**src/rtl/hdr_mode_controller.sv**
```systemverilog
// rtl/hdr_mode_controller.sv - target-side SDR/HDR-DDR mode sequencer
//
// Decides which engine (SDR or HDR-DDR) owns the bus, re-arms the DDR engine
// on HDR entry and on every HDR restart, and returns the target to SDR after
// an HDR exit pattern followed by a STOP, or after a bus-idle timeout.
//
// Optional feature macro: HDR_FRAME_COUNT_EN (restart counter on o_frame_cnt).
//
// Ports:
//   i_sys_clk      system clock, rising edge
//   i_sys_rst      asynchronous active-low reset
//   i_scl, i_sda   bus lines, already sampled into i_sys_clk
//   i_enthdr_ddr   ENTHDR0 CCC received (1-cycle pulse)
//   i_restart_det  HDR restart pattern seen (1-cycle pulse)
//   i_exit_det     HDR exit pattern seen (1-cycle pulse)
//   i_ddr_error    DDR framing/parity error
//   o_sdr_en       SDR engine enable
//   o_ddr_en       DDR engine enable
//   o_mode         0 SDR, 1 HDR_ENTRY, 2 HDR_ACTIVE/RESTART, 3 HDR_ERROR/EXIT
//   o_ddr_rearm    1-cycle pulse: DDR engine resets its frame state
//   o_hdr_exit     1-cycle pulse on return to SDR
//   o_timeout      sticky idle-timeout flag, cleared by the next ENTHDR0
//   o_frame_cnt    restarts in the current HDR session (0 when feature off)

module hdr_mode_controller #(
   parameter int ENTRY_DLY    = 4,
   parameter int IDLE_TIMEOUT = 1024,
   parameter int CNT_W        = 11
) (
   input  logic       i_sys_clk,
   input  logic       i_sys_rst,
   input  logic       i_scl,
   input  logic       i_sda,
   input  logic       i_enthdr_ddr,
   input  logic       i_restart_det,
   input  logic       i_exit_det,
   input  logic       i_ddr_error,
   output logic       o_sdr_en,
   output logic       o_ddr_en,
   output logic [1:0] o_mode,
   output logic       o_ddr_rearm,
   output logic       o_hdr_exit,
   output logic       o_timeout,
   output logic [7:0] o_frame_cnt
);

   typedef enum logic [2:0] {
      ST_SDR     = 3'd0,
      ST_ENTRY   = 3'd1,
      ST_ACTIVE  = 3'd2,
      ST_RESTART = 3'd3,
      ST_ERROR   = 3'd4,
      ST_EXIT    = 3'd5
   } state_t;

   localparam logic [CNT_W-1:0] LP_IDLE_MAX  = CNT_W'(IDLE_TIMEOUT);
   localparam logic [3:0]       LP_ENTRY_LD  = 4'(ENTRY_DLY - 1);

   state_t           r_state;
   state_t           w_next_state;
   logic [3:0]       r_entry_cnt;
   logic [3:0]       w_entry_cnt_nxt;
   logic             r_scl_q;
   logic             r_sda_q;
   logic [CNT_W-1:0] r_idle_cnt;
   logic             w_scl_edge;
   logic             w_stop;
   logic             w_idle_to;

   logic             r_sdr_en;
   logic             r_ddr_en;
   logic [1:0]       r_mode;
   logic             r_ddr_rearm;
   logic             r_hdr_exit;
   logic             r_timeout;

   logic             w_sdr_en;
   logic             w_ddr_en;
   logic [1:0]       w_mode;
   logic             w_ddr_rearm;
   logic             w_hdr_exit;
   logic             w_timeout;

   assign w_scl_edge = i_scl ^ r_scl_q;
   // STOP: SDA rises while SCL has been high for two samples
   assign w_stop     = i_scl & r_scl_q & i_sda & ~r_sda_q;
   assign w_idle_to  = (r_idle_cnt == LP_IDLE_MAX);

   always_ff @(posedge i_sys_clk or negedge i_sys_rst) begin
      if (!i_sys_rst) begin
         r_scl_q <= 1'b1;
         r_sda_q <= 1'b1;
      end else begin
         r_scl_q <= i_scl;
         r_sda_q <= i_sda;
      end
   end

   // Any bus activity or any state change restarts the idle window
   always_ff @(posedge i_sys_clk or negedge i_sys_rst) begin
      if (!i_sys_rst) begin
         r_idle_cnt <= '0;
      end else if (w_scl_edge || (w_next_state != r_state)) begin
         r_idle_cnt <= '0;
      end else if (!w_idle_to) begin
         r_idle_cnt <= r_idle_cnt + CNT_W'(1);
      end
   end

   always_ff @(posedge i_sys_clk or negedge i_sys_rst) begin
      if (!i_sys_rst) begin
         r_state     <= ST_SDR;
         r_entry_cnt <= 4'd0;
      end else begin
         r_state     <= w_next_state;
         r_entry_cnt <= w_entry_cnt_nxt;
      end
   end

   always_comb begin
      w_next_state    = r_state;
      w_entry_cnt_nxt = r_entry_cnt;
      w_ddr_rearm     = 1'b0;
      w_hdr_exit      = 1'b0;
      w_timeout       = r_timeout;
      case (r_state)
         ST_SDR: begin
            if (i_enthdr_ddr) begin
               w_next_state    = ST_ENTRY;
               w_entry_cnt_nxt = LP_ENTRY_LD;
               w_timeout       = 1'b0;
            end
         end
         ST_ENTRY: begin
            if (i_exit_det) begin
               w_next_state = ST_EXIT;
            end else if (r_entry_cnt == 4'd0) begin
               w_next_state = ST_ACTIVE;
               w_ddr_rearm  = 1'b1;
            end else begin
               w_entry_cnt_nxt = r_entry_cnt - 4'd1;
            end
         end
         ST_ACTIVE: begin
            if (i_exit_det) begin
               w_next_state = ST_EXIT;
            end else if (i_ddr_error) begin
               w_next_state = ST_ERROR;
            end else if (i_restart_det) begin
               w_next_state = ST_RESTART;
               w_ddr_rearm  = 1'b1;
            end else if (w_idle_to) begin
               w_next_state = ST_SDR;
               w_timeout    = 1'b1;
               w_hdr_exit   = 1'b1;
            end
         end
         ST_RESTART: begin
            // a back-to-back restart pulse is intentionally dropped
            w_next_state = ST_ACTIVE;
         end
         ST_ERROR: begin
            if (i_exit_det) begin
               w_next_state = ST_EXIT;
            end else if (w_idle_to) begin
               w_next_state = ST_SDR;
               w_timeout    = 1'b1;
               w_hdr_exit   = 1'b1;
            end
         end
         ST_EXIT: begin
            if (w_stop) begin
               w_next_state = ST_SDR;
               w_hdr_exit   = 1'b1;
            end else if (w_idle_to) begin
               w_next_state = ST_SDR;
               w_timeout    = 1'b1;
               w_hdr_exit   = 1'b1;
            end
         end
         default: begin
            w_next_state = ST_SDR;
         end
      endcase
   end

   // Outputs decode the next state so they are registered with 1-cycle latency
   always_comb begin
      w_sdr_en = 1'b0;
      w_ddr_en = 1'b0;
      w_mode   = 2'd0;
      case (w_next_state)
         ST_SDR: begin
            w_sdr_en = 1'b1;
            w_mode   = 2'd0;
         end
         ST_ENTRY: begin
            w_mode = 2'd1;
         end
         ST_ACTIVE, ST_RESTART: begin
            w_ddr_en = 1'b1;
            w_mode   = 2'd2;
         end
         default: begin
            w_mode = 2'd3;
         end
      endcase
   end

   always_ff @(posedge i_sys_clk or negedge i_sys_rst) begin
      if (!i_sys_rst) begin
         r_sdr_en    <= 1'b1;
         r_ddr_en    <= 1'b0;
         r_mode      <= 2'd0;
         r_ddr_rearm <= 1'b0;
         r_hdr_exit  <= 1'b0;
         r_timeout   <= 1'b0;
      end else begin
         r_sdr_en    <= w_sdr_en;
         r_ddr_en    <= w_ddr_en;
         r_mode      <= w_mode;
         r_ddr_rearm <= w_ddr_rearm;
         r_hdr_exit  <= w_hdr_exit;
         r_timeout   <= w_timeout;
      end
   end

   assign o_sdr_en    = r_sdr_en;
   assign o_ddr_en    = r_ddr_en;
   assign o_mode      = r_mode;
   assign o_ddr_rearm = r_ddr_rearm;
   assign o_hdr_exit  = r_hdr_exit;
   assign o_timeout   = r_timeout;

`ifdef HDR_FRAME_COUNT_EN
   logic [7:0] r_frame_cnt;

   always_ff @(posedge i_sys_clk or negedge i_sys_rst) begin
      if (!i_sys_rst) begin
         r_frame_cnt <= 8'd0;
      end else if ((r_state == ST_SDR) && (w_next_state == ST_ENTRY)) begin
         r_frame_cnt <= 8'd0;
      end else if ((w_next_state == ST_RESTART) && (r_state != ST_RESTART)
                   && (r_frame_cnt != 8'hFF)) begin
         r_frame_cnt <= r_frame_cnt + 8'd1;
      end
   end

   assign o_frame_cnt = r_frame_cnt;
`else
   assign o_frame_cnt = 8'd0;
`endif

endmodule

```
**config.mk**
```make
export PLATFORM = sky130hd
export DESIGN_NAME = hdr_mode_controller
export DESIGN_NICKNAME = d
export VERILOG_FILES = /design/src/rtl/hdr_mode_controller.sv
export SDC_FILE = /design/constraint.sdc
export NUM_CORES = 1
export LEC_CHECK = 0
export CAP_MARGIN = 20
export CORE_MARGIN = 4
export CORE_UTILIZATION = 54
export DETAILED_ROUTE_END_ITERATION = 10
export GPL_TIMING_DRIVEN = 1
export PLACE_DENSITY_LB_ADDON = 0.1
export SYNTH_ARGS = -nofsm -noshare
export SYNTH_HDL_FRONTEND = slang
export SYNTH_SLANG_ARGS = --single-unit
```
**constraint.sdc**
```tcl
create_clock -name i_sys_clk -period 2.3 [get_ports i_sys_clk]
set_input_delay 0.46 -clock i_sys_clk [delete_from_list [all_inputs] [get_ports i_sys_clk]]
set_output_delay 0.46 -clock i_sys_clk [all_outputs]
set_load 0.02 [all_outputs]
```
# Yosys cells after proc, flatten, opt, wreduce, memory -nomap -nowiden
# Cells that the tools add are included.
[op_classes] n_addsub=2 n_eq_ne=19 mux=40 bitwise_logic=5 n_reduce_logical=9
[ops] op="2-to-1 mux 3 bit" n=9
[ops] op="2-to-1 mux 11 bit" n=2
[ops] op="2-to-1 mux 1 bit" n=20
[ops] op="one-hot mux 3 bit (6 select lines)" n=1
[ops] op="inequality test 2 bit (second input constant)" n=8
[ops] op="equality test 3 x 2 -> 1 bit (second input constant)" n=4
[ops] op="2-to-1 mux 4 bit" n=3
[ops] op="adder 11 x 1 -> 11 bit (second input constant)" n=1
[ops] op="equality test 11 bit (second input constant)" n=1
[ops] op="one-hot mux 4 bit (2 select lines)" n=1
[ops] op="AND reduction 7 bit" n=1
[ops] op="equality test 3 x 1 -> 1 bit (second input constant)" n=2
[ops] op="equality test 3 bit (second input constant)" n=2
[ops] op="logical NOT 3 bit" n=2
[ops] op="one-hot mux 2 bit (3 select lines)" n=1
[ops] op="logical NOT 4 bit" n=1
[ops] op="one-hot mux 1 bit (4 select lines)" n=1
[ops] op="AND reduction 4 bit" n=1
[ops] op="nonzero test 4 bit" n=1
[ops] op="subtractor 4 x 1 -> 4 bit (second input constant)" n=1
[ops] op="bitwise AND 1 bit" n=3
[ops] op="inequality test 3 bit" n=1
[ops] op="one-hot mux 1 bit (3 select lines)" n=1
[ops] op="inequality test 2 x 1 -> 1 bit (second input constant)" n=1
[ops] op="6 further kinds" n=6
[totals] ff_bits=27 in_bits=8 output_inout_bits=15 wordCells=86

# Depth between registers and ports, before layout
[logic_depth] depth_word=9 mapped_depth=10 ltp_nobuf=8

# Worst setup path after synthesis
# No wires, ideal clock.
[synth_timing] path_type="reg2reg" startpoint="register r_idle_cnt[0]" endpoint="register r_idle_cnt[2]" setup_ps=73 arrival_ps=2051 required_time_ps=2227 slack_ps=176 stages_incl_launch_ff=11 n_path_buf=2 synth_period_minus_slack_ps=2124 cell_sequence="dfrtp_1 inv_1 ha_1 nor4b_2 and4b_1 buf_6 or3_4 a221oi_2 o211ai_1 buf_6 a21oi_2"
[synth_via] elab_chain_cells=9 word_cells_on_any_way=14 classes_between="1 x add/sub; 3 x eq/ne; 9 x mux; 1 x reduce/logical"
[synth_lines] element="start, declared" line_no="65" text="logic [CNT_W-1:0] r_idle_cnt;"
[synth_lines] element="start signal, assigned" line_no="106" text="r_idle_cnt <= r_idle_cnt + CNT_W'(1);"
[synth_lines] element="equality test 11 bit" line_no="87" text="assign w_idle_to = (r_idle_cnt == LP_IDLE_MAX);"
[synth_lines] element="2-to-1 mux 3 bit" line_no="152, 165, 175"
[synth_lines] element="2-to-1 mux 3 bit" line_no="149" text="end else if (i_restart_det) begin"
[synth_lines] element="2-to-1 mux 3 bit" line_no="147" text="end else if (i_ddr_error) begin"
[synth_lines] element="2-to-1 mux 3 bit" line_no="145" text="if (i_exit_det) begin"
[synth_lines] element="one-hot mux 3 bit (6 select lines)" line_no="126" text="case (r_state)"
[synth_lines] element="inequality test 3 bit" line_no="103" text="end else if (w_scl_edge || (w_next_state != r_state)) begin"
[synth_lines] element="logical OR 1 bit" line_no="103"
[synth_lines] element="inequality test 2 x 1 -> 1 bit (no line) or 2-to-1 mux 11 bit (tied branches)"
# Parallel ways exist; a longest one is shown, timed or not. The select of a mux whose other input is x is not followed.
# A chain may end at the register's enable or synchronous reset.

# Worst setup path in the final report
# Same ends and word-level chain as after synthesis.

==> qor.yml <==
reg2reg_depth: 9
hpwl_mm: 2.63
ctsHoldBuffers: 0
synth_edf_count: 0
seq_area_frac_synth: 0.406
status: "finished, final reports clean"
ant_nets: 0
portBuffers: 14
arrival_ps: 2470
drt_iter0_drc: 69
insertion_delay_ps: 340
worstSetupStartpointType: "register"
clock-root-buffer: "clkbuf_4"
routabilityCongestion: 0.817
rr_endpoint: "r_idle_cnt[2]"
layout-drive-gt1-share: 0.269
hold_viol: 0
nets: 222
clock.fmax_ghz: 0.457
die_width_um: 63.6
synthTopCellsByArea: "dfrtp_1 (36%), dfstp_2 (4.7%), nand2_1 (3.8%), ha_1 (3.7%), buf_4 (3.6%)"
yosys_warnings: 0
p_seq_frac: 0.408
p_int_mw: 0.971
grt_use_total: 0.181
first_pass_iters: 4
cts_tree: "built"
hp-class: "input pin to async pin"
htree_levels: 1
synth_cell_types: 52
fin_util: 0.704
dieArea_um2: 4050
hold_slack_ps: 473
rows: 19
wl_mm: 3.42
path_max_fanout: 4
fin_crit_sh: 0.952
cap_violations: 0
worstSetupPathType: "register to register"
vias: 1318
clock_sinks: 27
syn_area_per_cell_um2: 9.66
fin_cells: 239
max-clock-path-buffers: 2
synth_seq_cells: 27
via_per_inst: 5.51
ioPinCount: 23
required_ps: 2580
syn_to_final_growth_pct: 20.1
syn-cell-area_um2: 1670
drc_errors: 0
p_sw_frac: 0.391
start_util: 0.586
cts_buffers: 3
synth_top_area_frac: 0.359
p_per_area_nw_per_um2: 794
wl_per_cell_um: 14.3
pwr-share-comb: 0.453
p_switching_mw: 0.623
clockPowerShare: 0.139
async_reset_ff_frac: 1.00
grt_pass1_wl_mm: 5.88
core_area_um2: 2850
overflow: 0
period_minus_slack_ps: 2190
clkSlewWorstSetupHoldPaths_ps: 160
antenna_found_initial: 0
grt_pass1_vias: 1346
diodes: 0
die_h_um: 63.6
synthFlopType: "dfrtp_1"
drv_slew: 0
grt_max_degree: 28
p_leak_nw: 0.902
synth_cells: 173
yosysTopAreaCell: "dfrtp_1"
r2r_slack_ps: 110
rsz0062_at_grt: "no"
finalSetupViolations: 0
max-vdd-ir-drop_mv: 0.498
placed_cells: 232
rr_startpoint: "r_idle_cnt[0]"
fin_skew_ps: 2.36
nFillCells: 231
cp-end-kind: "register"
-- registers in the layout, summed over array words and instances, names as in the netlist --
register,flops
r_sda_q,1
o_hdr_exit,1
r_scl_q,1
o_sdr_en,1
r_idle_cnt,11
o_mode,2
r_state,3
o_ddr_en,1
o_ddr_rearm,1
r_entry_cnt,4
o_timeout,1
-- cells by family after synthesis --
group | synth area share
buf+inv | 0.0876
other cells | 0.00224
flops | 0.406
xor+xnor | 0.0472
fa+ha+maj | 0.0374
compound gates | 0.144
mux | 0.0195
simple gates | 0.256
-- synth_stat cells, types with 2 or more instances --
cell type	instances
dfrtp_1	24
nand2_1	17
inv_1	11
nor2_2	9
buf_4	8
a21oi_1	7
nor2_1	7
nand3_1	6
xor2_1	6
ha_1	5
nand2b_1	5
o21ai_0	5
and3_1	4
nor2b_1	4
nor3_1	4
buf_2	3
dfstp_2	3
xnor2_1	3
a21o_1	2
a221oi_2	2
buf_6	2
clkbuf_1	2
mux2_1	2
nor4b_2	2
o31ai_1	2
or4_1	2
-- cell usage in the layout (no fill, tap or decap), types with 2 or more instances in the layout --
master           Yosys  routed
dfstp_2              3       3
a221oi_2             2       2
xor2_1               6       6
clkbuf_4             0       3
xnor2_1              3       3
inv_1               11      10
and3_1               4       4
nor2_1               7       7
mux2_1               2       2
dfrtp_1             24      24
nor3_1               4       4
nand2_1             17      17
ha_1                 5       4
clkdlybuf4s50_1      0      14
o31ai_1              2       2
a21o_1               2       2
nor2_2               9       8
nand3_1              6       6
nor2b_1              4       4
nand2b_1             5       5
conb_1               1       8
or4_1                2       2
buf_4                8      25
a21oi_1              7       7
o21ai_0              5       5
-- metrics by stage --
| stage | setup WS, ps | setup TNS [ps] | power [mW] | instance area (um^2) |
|---|---|---|---|---|
| floorplan | 176 | 0 | 1.09 | 1700 |
| global placement | -204 | -1600 | 1.30 | 1940 |
| detailed placement | -246 | -2040 | 1.32 | 1940 |
| CTS | 19.2 | 0 | 1.55 | 1970 |
| global route | 12.1 | 0 | 1.71 | 2010 |
| finish | 110 | 0 | 1.59 | 2010 |
-- area by class of cell --
type                    count  area (um^2)  share of cell area
clock buffers               3         22.5              0.0112
clock inverters             1         7.51             0.00374
inverters                  11         41.3              0.0206
multi-input cells         127          890               0.443
flip-flops and latches     27          679               0.339
well taps                  31         38.8              0.0193
repair buffers             39          328               0.163
-- power by group through the flow --
stage / combinational (mW) / clock (mW) / sequential (mW)
5_1_grt: 0.797 / 0.253 / 0.660
2_1_floorplan: 0.464 / 0 / 0.629
4_1_cts: 0.678 / 0.225 / 0.645
6_report: 0.722 / 0.221 / 0.650
3_5_place_dp: 0.670 / 0 / 0.655
3_3_place_gp: 0.650 / 0 / 0.649
-- critical path, stage by stage (launching register included) --
cell      delay [ps]
dfrtp_1          420
inv_2             60
ha_2             170
nor4b_4          120
and4b_2          240
or3_4            370
a221oi_2         270
o211ai_1         180
buf_4            210
a21oi_2          100
-- layer usage --
layer / GRT usage / wire length, um / vias up
met5: 0 / 0 / -
met4: 0.0647 / 29 / 0
met3: 0.0391 / 136 / 4
li1: - / - / 649
met2: 0.287 / 1580 / 37
met1: 0.244 / 1670 / 628
-- timing repair --
item / in CTS / in global routing
resized for setup: 0 / 5
hold endpoints to repair: 0 / 0
endpoints found under the setup margin: 0 / 14
setup buffers: 0 / 3
-- worst max-delay path by stage --
| stage | slack (ps) | from | end |
|---|---|---|---|
| 5_1_grt | 10 | r_idle_cnt[0] | r_idle_cnt[2] |
| 2_1_floorplan | 180 | r_idle_cnt[0] | r_idle_cnt[2] |
| 6_report | 110 | r_idle_cnt[0] | r_idle_cnt[2] |
| 3_5_place_dp | -250 | i_exit_det | r_entry_cnt[0] |
| 4_1_cts | 20 | r_idle_cnt[0] | r_idle_cnt[4] |
| 3_3_place_gp | -200 | i_exit_det | r_entry_cnt[1] |
(Power assumes the default switching activity.)
